`config.mk`:
```
export PLATFORM = sky130hd
export DESIGN_NAME = serial_add_ctrl
export DESIGN_NICKNAME = d
export VERILOG_FILES = /design/src/rtl/serial_add_ctrl.sv
export SDC_FILE = /design/constraint.sdc
export NUM_CORES = 1
export LEC_CHECK = 0
export CORE_ASPECT_RATIO = 0.9
export CORE_MARGIN = 4
export CORE_UTILIZATION = 51
export DETAILED_ROUTE_END_ITERATION = 10
export HOLD_SLACK_MARGIN = 0.02
export PLACE_DENSITY_LB_ADDON = 0.1
export SYNTH_ARGS = -nofsm -noshare
export SYNTH_HDL_FRONTEND = slang
export SYNTH_SLANG_ARGS = --single-unit
```
`constraint.sdc`:
```
create_clock -name clk -period 1.65 [get_ports clk]
set_clock_uncertainty 0.15 [all_clocks]
set_input_delay 0.165 -clock clk [delete_from_list [all_inputs] [get_ports clk]]
set_output_delay 0.165 -clock clk [all_outputs]
set_load 0.005 [all_outputs]
```
`src/rtl/serial_add_ctrl.sv`:
```
// Bit-serial adder sequencer: one fulladder time-shared across WIDTH bits, LSB first.
// Optional subtract mode is enabled with `define SERIAL_ADD_SUB_EN (adds the `sub` port).

module fulladder (
  input  logic a,
  input  logic b,
  input  logic cin,
  output logic sum,
  output logic cout
);
  assign sum  = a ^ b ^ cin;
  assign cout = (a & b) | (cin & (a ^ b));
endmodule

module serial_add_ctrl #(
  parameter int unsigned WIDTH = 4
) (
  input  logic             clk,
  input  logic             rst_n,
  input  logic             start,
  input  logic [WIDTH-1:0] A,
  input  logic [WIDTH-1:0] B,
  input  logic             Cin,
`ifdef SERIAL_ADD_SUB_EN
  input  logic             sub,
`endif
  output logic             busy,
  output logic             done,
  output logic [WIDTH-1:0] Sum,
  output logic             Cout
);

  localparam int unsigned CntW = $clog2(WIDTH + 1);

  typedef enum logic [1:0] {StIdle, StRun, StDone} state_e;

  state_e            state_q, state_d;
  logic [WIDTH-1:0]  sha_q, shb_q, res_q;
  logic [WIDTH-1:0]  sum_q;
  logic              carry_q, cout_q;
  logic [CntW-1:0]   cnt_q;
  logic              fa_sum, fa_cout;
  logic [WIDTH-1:0]  res_shift;
  logic              last_bit;
  logic [WIDTH-1:0]  b_load;
  logic              carry_load;

  fulladder u_fa (
    .a    (sha_q[0]),
    .b    (shb_q[0]),
    .cin  (carry_q),
    .sum  (fa_sum),
    .cout (fa_cout)
  );

  // Result register fills from the MSB so the LSB lands in bit 0 after WIDTH shifts.
  if (WIDTH == 1) begin : g_res_w1
    assign res_shift = fa_sum;
  end else begin : g_res_wn
    assign res_shift = {fa_sum, res_q[WIDTH-1:1]};
  end

  assign last_bit = (cnt_q == CntW'(WIDTH - 1));

`ifdef SERIAL_ADD_SUB_EN
  // Subtract as A + ~B + 1; final carry of 1 means no borrow.
  assign b_load     = sub ? ~B : B;
  assign carry_load = sub ? 1'b1 : Cin;
`else
  assign b_load     = B;
  assign carry_load = Cin;
`endif

  always_ff @(posedge clk or negedge rst_n) begin
    if (!rst_n) begin
      state_q <= StIdle;
    end else begin
      state_q <= state_d;
    end
  end

  always_comb begin
    state_d = state_q;
    unique case (state_q)
      StIdle:  if (start) state_d = StRun;
      StRun:   if (last_bit) state_d = StDone;
      StDone:  state_d = StIdle;
      default: state_d = StIdle;
    endcase
  end

  always_comb begin
    busy = 1'b0;
    done = 1'b0;
    unique case (state_q)
      StIdle:  busy = 1'b0;
      StRun:   busy = 1'b1;
      StDone: begin
        busy = 1'b1;
        done = 1'b1;
      end
      default: busy = 1'b0;
    endcase
  end

  always_ff @(posedge clk or negedge rst_n) begin
    if (!rst_n) begin
      sha_q   <= '0;
      shb_q   <= '0;
      res_q   <= '0;
      carry_q <= 1'b0;
      cnt_q   <= '0;
      sum_q   <= '0;
      cout_q  <= 1'b0;
    end else begin
      unique case (state_q)
        StIdle: begin
          if (start) begin
            sha_q   <= A;
            shb_q   <= b_load;
            res_q   <= '0;
            carry_q <= carry_load;
            cnt_q   <= '0;
          end
        end
        StRun: begin
          sha_q   <= sha_q >> 1;
          shb_q   <= shb_q >> 1;
          res_q   <= res_shift;
          carry_q <= fa_cout;
          cnt_q   <= cnt_q + 1'b1;
          // Visible result only updates on completion; it holds across the next operation.
          if (last_bit) begin
            sum_q  <= res_shift;
            cout_q <= fa_cout;
          end
        end
        default: ;
      endcase
    end
  end

  assign Sum  = sum_q;
  assign Cout = cout_q;

endmodule

```
==> metrics <==
outcome=finished clean; final setup vio count=0; worst path required time=1.73 ns; Final min period=1.61 ns; antenna viol nets, final=0; Slew Limit Headroom=80.9%; Critical Path Sink Type=flip-flop; unrepaired setup endpoints after global routing=yes; largest net degree at the start of global routing=23; worst hold slack=0.276 ns; clock latency on the worst-skew pair=0.31 ns; TritonCTS buffer count=3; post-synth net total=116; Slew @ Worst Pin=0.286 ns; maximum clock path buffer count=2; IO Pins=19; Detailed Place HPWL=1720 µm; Yosys top cell by area=dfrtp_1; share of the synthesized area in the top cell type=49.5%; DR pass1 iterations=4; H-tree levels=1; Area contributors post-synth=dfrtp_1, ha_1, mux2_1; WP data arrival=1.69 ns; residual DRC count=0; Avg Vias per Cell=5.56; grt met2 use=28.9%; die outline width=57.2 µm; final setup TNS=0 ns; worst hold path class=input port to flip-flop; leak pwr=0.656 nW; Clock Sink Count=22; vias in the first global route=868; Core Box Area=0.00199 mm²; register bit total from synthesis=22; Synth top cells by count=dfrtp_1, nand3_1, o21ai_1; pre-CTS setup slack=-0.0206 ns; Post-synth top flop=dfrtp_1; Reg clk slew, reported paths=0.12 ns; TritonCTS clock tree=built; PwrDens=1950 mW/mm²; share of cells above drive strength 1=22.7%; Die Height=52.3 µm; number of synthesized flops with an enable pin=0; worst vdd ir=0.00122 V; Routed wire per std cell=15.0 µm; Placed Area=0.00136 mm²; RePlAce Congestion=0.811; Fin. Hold Viols=0; # diodes=0; clock root buffer=clkbuf_4; Post-synth ARST share=100%; Area Growth Syn to Fin=29.6%; initial antenna violation count=0; Final Cycle Share=97.5%; critical path fanouts, max=10; PortBufs=18; Startpoint Class=flip-flop; total track usage=17.5%; DIE AREA=0.00299 mm²; gr ovfl total=0; grt met1 use=22.4%; max cap viols=0; f_max=0.622 GHz; # fillers=154; synthesized area per cell=11.3 µm²; Setup CP Type=flip-flop to flip-flop; vias=850; post-synthesis instance area=0.00111 mm²; sequential fraction of the synthesis area=49.5%; Initial Util=55.8%; First DRT Iteration DRCs=28; grt met3 use=5.17%; Yosys Warn Count=0; Distinct cells, synth=30; DRT Wirelength=2300 µm; row count=15; Design Area, Final=0.00144 mm²; top-count cell post-synth=dfrtp_1; Slew Viols, Final=0; final worst slack=0.0416 ns; Syn Inst Count=98; first-pass GRT wire length=3980 µm; nets@finish=147; GRT busiest layer=met2
## registers in the layout, summed over array words and instances, names as in the netlist
| register | count |
|---|---|
| Sum | 4 |
| sha_q | 4 |
| shb_q | 4 |
| res_q | 3 |
| cnt_q | 3 |
| Cout | 1 |
| carry_q | 1 |
| state_q | 2 |
## per-layer routing
metal	share of wire [%]	wire length (µm)
met1	49	1130
met2	45	1030
met3	4.7	107
met4	1.1	25
met5	0	0
## cell usage in the layout (no fill, tap or decap), drive strengths merged, types with 6 or more instances in the layout
cell / synthesis / final
inv: 6 / 6
dfrtp: 22 / 22
clkdlybuf4s50: 0 / 16
nand3: 6 / 6
o21ai: 6 / 6
buf: 5 / 13
nand2: 6 / 6
nor2: 6 / 6
## final timing paths
check                                  startpoint                    to  slack (ns)  cells past startpoint
setup reg to reg           state_q[0]$_DFFE_PN0P_  shb_q[2]$_DFFE_PN0P_        0.04                      6
setup / recovery           state_q[0]$_DFFE_PN0P_  shb_q[2]$_DFFE_PN0P_        0.04                      6
min in group asynchronous                   rst_n  shb_q[3]$_DFFE_PN0P_        0.57                      3
hold / removal                               A[1]  sha_q[1]$_DFFE_PN0P_        0.28                      3
hold reg to reg                Sum[1]$_DFFE_PN0P_    Sum[1]$_DFFE_PN0P_        0.35                      1
max in group asynchronous                   rst_n  cnt_q[1]$_DFFE_PN0P_        0.55                      3
## cell type report
class / count / area, µm² / area share (%)
sequential: 22 / 551 / 38.2
tap: 25 / 31.3 / 2.17
clock buffer: 3 / 22.5 / 1.56
multi-input combinational: 64 / 497 / 34.5
clock inverter: 1 / 30.0 / 2.09
timing repair buffer: 32 / 287 / 19.9
inverter: 6 / 22.5 / 1.56
## through the flow
| step | instances | power, mW | utilization, % |
|---|---|---|---|
| after floorplan | 98 | 1.86 | - |
| after global placement | 146 | 2.32 | 68.2 |
| after detailed placement | 146 | 2.35 | 68.2 |
| after CTS | 153 | 2.81 | 72.2 |
| after global routing | 153 | 3.02 | 72.4 |
| final | 153 | 2.80 | 72.4 |
## cells by family (layout without fill, tap and decap cells)
logic type	count (synthesis)	in the layout	synth area share (%)
buffers and inverters	12	42	6.42
multiplexers	6	6	5.97
AO/OA/AOI/OAI	23	23	15.2
flip-flops	22	22	49.5
AND/OR/NAND/NOR	29	29	15.4
adder cells (fa/ha/maj)	6	6	7.43
## report_power, final
part	switching [mW]	internal (mW)
combinational	0.713	0.765
sequential	0.144	0.768
clock	0.168	0.246
## worst max-delay path, stage by stage (launching register included)
cell	delay, ns
dfrtp_1	0.41
buf_4	0.14
ha_2	0.23
buf_4	0.18
inv_2	0.09
nor2_4	0.06
a221oi_2	0.26
## what timing repair did
item                                   in CTS  in global routing
hold buffers                                1                  0
gates cloned                                0                  0
endpoints found under the hold margin       4                  0
setup endpoints to repair                   3                  8
resized for setup                           5                  3
setup buffers                               2                  0
Power figures use the tool's default switching activity.
